## config.mk

```make
export PLATFORM = sky130hd
export DESIGN_NAME = vga_timing_gen
export DESIGN_NICKNAME = d
export VERILOG_FILES = /design/src/rtl/vga_pkg.sv /design/src/rtl/vga_pix_divider.sv /design/src/rtl/vga_timing_gen.sv
export SDC_FILE = /design/constraint.sdc
export NUM_CORES = 1
export LEC_CHECK = 0
export ABC_CLOCK_PERIOD_IN_PS = 6600
export BUFFER_PORTS_ARGS = -buffer_cell sky130_fd_sc_hd__buf_2
export CAP_MARGIN = 10
export CORE_ASPECT_RATIO = 1.4
export CORE_MARGIN = 2
export CORE_UTILIZATION = 50
export CTS_CLUSTER_DIAMETER = 200
export CTS_CLUSTER_SIZE = 30
export DETAILED_ROUTE_END_ITERATION = 8
export PLACE_DENSITY = 0.82
export REMOVE_ABC_BUFFERS = 1
export SLEW_MARGIN = 25
export SYNTH_ARGS = -nofsm -noshare
export SYNTH_HDL_FRONTEND = slang
export SYNTH_SLANG_ARGS = --single-unit
```

## constraint.sdc

```tcl
create_clock -name clk_i -period 6.6 [get_ports clk_i]
set_input_delay 0.33 -clock clk_i [delete_from_list [all_inputs] [get_ports clk_i]]
set_output_delay 0.33 -clock clk_i [all_outputs]
set_load 0.01 [all_outputs]
```

## src/rtl/vga_pkg.sv

```systemverilog
// Shared 640x480@60 VGA timing constants and the pixel coordinate type.
// Used by vga_timing_gen and by downstream consumers such as graphics_driver.
package vga_pkg;

   localparam int unsigned COUNT_W  = 10;

   localparam int unsigned H_ACTIVE = 640;
   localparam int unsigned H_FP     = 16;
   localparam int unsigned H_SYNC   = 96;
   localparam int unsigned H_BP     = 48;
   localparam int unsigned H_TOTAL  = H_ACTIVE + H_FP + H_SYNC + H_BP;

   localparam int unsigned V_ACTIVE = 480;
   localparam int unsigned V_FP     = 10;
   localparam int unsigned V_SYNC   = 2;
   localparam int unsigned V_BP     = 33;
   localparam int unsigned V_TOTAL  = V_ACTIVE + V_FP + V_SYNC + V_BP;

   typedef logic [COUNT_W-1:0] coord_t;

endpackage

```

## src/rtl/vga_pix_divider.sv

```systemverilog
// Pixel-enable divider: div counter runs 0..CLK_DIV-1 and a registered tick is
// high for one clk every CLK_DIV clks. tick_next_o is the value pix_tick_o takes
// at the next edge, so pixel-clocked state can update in the same clk as the tick.
module vga_pix_divider #(
   parameter int unsigned CLK_DIV = 4
) (
   input  logic clk_i,
   input  logic rst_ni,
   output logic tick_next_o,
   output logic pix_tick_o
);

   localparam int unsigned     DivW    = (CLK_DIV > 1) ? $clog2(CLK_DIV) : 1;
   localparam logic [DivW-1:0] DivLast = DivW'(CLK_DIV - 1);

   logic [DivW-1:0] div_q, div_d;
   logic            tick_q;

   // Next divider count with wrap; the tick fires while the count sits at its last value.
   always_comb begin
      div_d       = div_q + DivW'(1);
      tick_next_o = (div_q == DivLast);
      if (div_q == DivLast) begin
         div_d = '0;
      end
   end

   // Divider and tick registers.
   always_ff @(posedge clk_i or negedge rst_ni) begin
      if (!rst_ni) begin
         div_q  <= '0;
         tick_q <= 1'b0;
      end else begin
         div_q  <= div_d;
         tick_q <= tick_next_o;
      end
   end

   assign pix_tick_o = tick_q;

endmodule

```

## src/rtl/vga_timing_gen.sv

```systemverilog
// VGA raster timing generator: pixel counters, syncs, blanking and line/frame strobes.
// All outputs are registered and decoded from next-state counts, so they change in
// the same clk as hc/vc. Optional VGA_FRAME_COUNT_EN adds a 16-bit frame counter.
module vga_timing_gen
   import vga_pkg::*;
#(
   parameter int unsigned CLK_DIV  = 4,
   parameter int unsigned H_ACTIVE = vga_pkg::H_ACTIVE,
   parameter int unsigned H_FP     = vga_pkg::H_FP,
   parameter int unsigned H_SYNC   = vga_pkg::H_SYNC,
   parameter int unsigned H_BP     = vga_pkg::H_BP,
   parameter int unsigned V_ACTIVE = vga_pkg::V_ACTIVE,
   parameter int unsigned V_FP     = vga_pkg::V_FP,
   parameter int unsigned V_SYNC   = vga_pkg::V_SYNC,
   parameter int unsigned V_BP     = vga_pkg::V_BP
) (
   input  logic        clk_i,
   input  logic        rst_ni,
   output logic        pix_tick_o,
   output coord_t      hc_o,
   output coord_t      vc_o,
   output logic        hsync_o,
   output logic        vsync_o,
   output logic        video_on_o,
   output logic        line_start_o,
   output logic        frame_start_o
`ifdef VGA_FRAME_COUNT_EN
   ,
   output logic [15:0] frame_cnt_o
`endif
);

   localparam int unsigned HTotal = H_ACTIVE + H_FP + H_SYNC + H_BP;
   localparam int unsigned VTotal = V_ACTIVE + V_FP + V_SYNC + V_BP;

   localparam coord_t HLast     = coord_t'(HTotal - 1);
   localparam coord_t VLast     = coord_t'(VTotal - 1);
   localparam coord_t HAct      = coord_t'(H_ACTIVE);
   localparam coord_t VAct      = coord_t'(V_ACTIVE);
   localparam coord_t HSyncBeg  = coord_t'(H_ACTIVE + H_FP);
   localparam coord_t HSyncEnd  = coord_t'(H_ACTIVE + H_FP + H_SYNC);
   localparam coord_t VSyncBeg  = coord_t'(V_ACTIVE + V_FP);
   localparam coord_t VSyncEnd  = coord_t'(V_ACTIVE + V_FP + V_SYNC);

   if (CLK_DIV < 1) begin : g_bad_div
      $error("vga_timing_gen: CLK_DIV must be at least 1");
   end
   if (HTotal > 1023) begin : g_bad_htotal
      $error("vga_timing_gen: H_TOTAL exceeds 1023");
   end
   if (VTotal > 1023) begin : g_bad_vtotal
      $error("vga_timing_gen: V_TOTAL exceeds 1023");
   end

   logic   tick_d;
   coord_t hc_q, hc_d, vc_q, vc_d;
   logic   hsync_q, hsync_d, vsync_q, vsync_d, video_q, video_d;
   logic   line_q, line_d, frame_q, frame_d;

   vga_pix_divider #(
      .CLK_DIV (CLK_DIV)
   ) u_div (
      .clk_i       (clk_i),
      .rst_ni      (rst_ni),
      .tick_next_o (tick_d),
      .pix_tick_o  (pix_tick_o)
   );

   // Counter advance on the upcoming tick, then decode syncs/blanking from the new counts.
   always_comb begin
      hc_d    = hc_q;
      vc_d    = vc_q;
      line_d  = 1'b0;
      frame_d = 1'b0;
      if (tick_d) begin
         if (hc_q == HLast) begin
            hc_d   = '0;
            line_d = 1'b1;
            if (vc_q == VLast) begin
               vc_d    = '0;
               frame_d = 1'b1;
            end else begin
               vc_d = vc_q + coord_t'(1);
            end
         end else begin
            hc_d = hc_q + coord_t'(1);
         end
      end
      hsync_d = !((hc_d >= HSyncBeg) && (hc_d < HSyncEnd));
      vsync_d = !((vc_d >= VSyncBeg) && (vc_d < VSyncEnd));
      video_d = (hc_d < HAct) && (vc_d < VAct);
   end

   // Counter and decoded-output registers.
   always_ff @(posedge clk_i or negedge rst_ni) begin
      if (!rst_ni) begin
         hc_q    <= '0;
         vc_q    <= '0;
         hsync_q <= 1'b1;
         vsync_q <= 1'b1;
         video_q <= 1'b1;
         line_q  <= 1'b0;
         frame_q <= 1'b0;
      end else begin
         hc_q    <= hc_d;
         vc_q    <= vc_d;
         hsync_q <= hsync_d;
         vsync_q <= vsync_d;
         video_q <= video_d;
         line_q  <= line_d;
         frame_q <= frame_d;
      end
   end

   assign hc_o          = hc_q;
   assign vc_o          = vc_q;
   assign hsync_o       = hsync_q;
   assign vsync_o       = vsync_q;
   assign video_on_o    = video_q;
   assign line_start_o  = line_q;
   assign frame_start_o = frame_q;

`ifdef VGA_FRAME_COUNT_EN
   logic [15:0] frame_cnt_q;

   // Frame counter bumps in the same clk frame_start goes high; wraps naturally.
   always_ff @(posedge clk_i or negedge rst_ni) begin
      if (!rst_ni) begin
         frame_cnt_q <= '0;
      end else if (frame_d) begin
         frame_cnt_q <= frame_cnt_q + 16'd1;
      end
   end

   assign frame_cnt_o = frame_cnt_q;
`endif

endmodule

```

==> metrics.cfg <==
[synthesis]
yosys_warnings = 0
yosys-top-cells-area = dfrtp_1 (46%), dfstp_2 (5.8%), nand3_1 (5.1%), xnor2_1 (4.5%), ha_1 (3.7%)
ys_ff_latch = 28
ys_types = 31
yosysSeqAreaShare_pct = 51.6
async_reset_ff_share_pct = 100
synth.top_cell.area_share_pct = 45.8
synth_top_cell_by_area = dfrtp_1
synth_edf_count = 0
synth_cells = 133
syn-mean-instance-area_um2 = 10.3
synth_flop_cell = dfrtp_1
syn-cell-area_um2 = 1370

[critical_path]
reg2reg_setup_slack_ns = 3.99
start_kind = flip-flop
reg2reg_from = u_div.div_q[0]
end_kind = flip-flop
crit_required_ns = 6.85
path_max_fanout = 11
rr_worst_depth = 7
critical_path_class = reg2reg
cp.arrival_ns = 2.86
r2r-end = video_on_o

[clock_tree]
ctsHoldBuffers = 0
clk_latency_ns = 0.32
cts_setup_buffers = 0
cts_tree = done
post_cts_resize_count = 0
cts_max_level = 1
cts_buffers = 3
clockBufferDepth = 2
clock_sinks = 28
clkTransAtPathRegs_ns = 0.14
root_buffer = clkbuf_4

[detailed_routing]
wl_per_cell_um = 13.5
drc = 0
num_vias = 1062
dr.pass1.iters = 4
wl_um = 2640
ant_nets = 0
drtIter0Drc = 32
viasPerCell = 5.42

[cells_and_area]
final_nets = 167
postLayoutCoreUtil_pct = 59.2
finalNonFillerCells = 196
area_growth_pct = 13.4
num_antenna_cells = 0
filler_cell_count = 231
regArea_um2 = 704
multi_input_area_um2 = 584
drive_gt1_share_pct = 24.4

[timing]
worst_pin_slew_ns = 0.823
skew_ns = 0.00260
worst_slack_ns = 3.99
fin_crit_sh_pct = 39.5
setup-violations-final = 0
setup_tns_ns = 0
max_slew_margin_pct = 44.7
period_needed_ns = 2.61
max_freq_mhz = 383
rsz0062_at_grt = no
slew_viol_final = 0
timing.hold.ws_ns = -0.00994
hold_viol_final = 20

[power_and_ir_drop]
power.switching_mw = 0.0511
p_seq_share_pct = 69.6
p_per_area_nw_per_um2 = 159
internal_power_mw = 0.196
power_switching_share_pct = 20.7
irDropWorstVdd_v = 0.0000978
power_frac_comb_pct = 1.4
leakagePower_nw = 0.733
p_clk_share_pct = 29.1

[hold_path]
min_path_type = in2async

[flow_run]
drv_cap = 0

[global_route]
grt_max_degree = 29
grt_pass1_vias = 1057
antenna_found_initial = 0
grtUsageTotal_pct = 19.7
grt_pass1_wl_um = 4400
grt.overflow.total = 0

[placed_design]
pre_cts_slack_ns = 4.02
port_buffers = 27
dp_cells = 192
gp_congestion = 0.883
hpwl_um = 1990

[floorplanning]
initial_core_util_pct = 52.2
die_h_um = 65.8
die-area_um2 = 3170
die-width_um = 48.2
core_um2 = 2620
num_io_pins = 28
num_rows = 22

[run_status]
status = finished, violations left
violations = negative hold slack

-- final cells by class --
cell class	count	share of cell area [%]
flip-flops and latches	28	45.5
multi-input cells	87	37.8
inverters	14	3.40
clock buffers	4	1.70
well taps	36	2.91
repair buffers	27	8.73
-- registers in the layout, summed over array words and instances (netlist names) --
name / cells
video_on_o: 1
hsync_o: 1
frame_start_o: 1
line_start_o: 1
u_div.pix_tick_o: 1
u_div.div_q: 2
vc_o: 10
vsync_o: 1
hc_o: 10
-- worst max path at each step --
stage | startpoint | to | cells past startpoint
after floorplan | hc_o[7] | video_on_o | 6
after global placement | u_div.div_q[0] | video_on_o | 7
after detailed placement | u_div.div_q[0] | video_on_o | 7
after CTS | u_div.div_q[0] | video_on_o | 7
after global routing | u_div.div_q[0] | video_on_o | 7
final | u_div.div_q[0] | video_on_o | 7
-- synth_stat cells, types with 3 or more instances --
cell type / n
nand4_1: 4
nand2_1: 9
inv_1: 13
xor2_1: 4
ha_1: 4
a21oi_1: 5
xnor2_1: 7
nor2_1: 8
dfrtp_1: 25
o21ai_0: 7
and3_1: 4
dfstp_2: 3
nand3_1: 14
or3_1: 3
or4_1: 3
-- layout by cell type, fill, tap and decap left out, types with 2 or more instances in the layout --
cell type  netlist  routed
ha_1             4       4
dfstp_2          3       3
o21ai_0          7       7
or4_1            3       3
or4_4            2       2
a21oi_1          5       5
or3_1            3       3
nor2_1           8       8
o211ai_1         2       2
nand2_1          9       9
and3_1           4       4
inv_1           13      13
xnor2_1          7       7
clkbuf_4         0       3
nand4_1          4       4
xor2_1           4       4
nor4_1           2       2
buf_2            1      27
nand3_1         14      14
dfrtp_1         25      25
-- worst max-delay path, stage by stage (launching register included) --
cell and delay, ns:
dfrtp_1 0.37, ha_1 0.34, nand2_1 0.17, or4_4 0.50, or4_4 0.55, xnor2_2 0.15, and4_1 0.22, a211oi_1 0.23
-- per-layer routing --
metal | track usage [%] | up-vias | wire (um)
met5 | 0 | - | 0
met4 | 11.8 | 0 | 78
met3 | 2.46 | 9 | 78
met2 | 30.3 | 30 | 1270
met1 | 25.1 | 510 | 1210
li1 | - | 513 | -
-- kinds of logic after synthesis --
| kind of cell | synth area share (%) |
|---|---|
| XOR/XNOR | 8.25 |
| AND/OR/NAND/NOR | 23.6 |
| multiplexers | 0.733 |
| AO/OA/AOI/OAI | 6.60 |
| adder cells (fa/ha/maj) | 3.67 |
| flip-flops | 51.6 |
| buffers and inverters | 5.59 |
-- metrics by stage --
stage / total power [mW] / instance area, um2
3_3_place_gp: 0.178 / 1520
4_1_cts: 0.248 / 1550
3_5_place_dp: 0.178 / 1520
2_1_floorplan: 0.175 / 1340
5_1_grt: 0.256 / 1550
6_report: 0.247 / 1550
-- power by group through the flow --
stage,clock network [mW],registers (mW),logic [mW]
4_1_cts,0.0729,0.172,0.00362
3_3_place_gp,0,0.175,0.00341
3_5_place_dp,0,0.175,0.00361
6_report,0.0717,0.172,0.00335
2_1_floorplan,0,0.175,0.000000219
5_1_grt,0.0803,0.172,0.00404
Power figures use the tool's default switching activity.
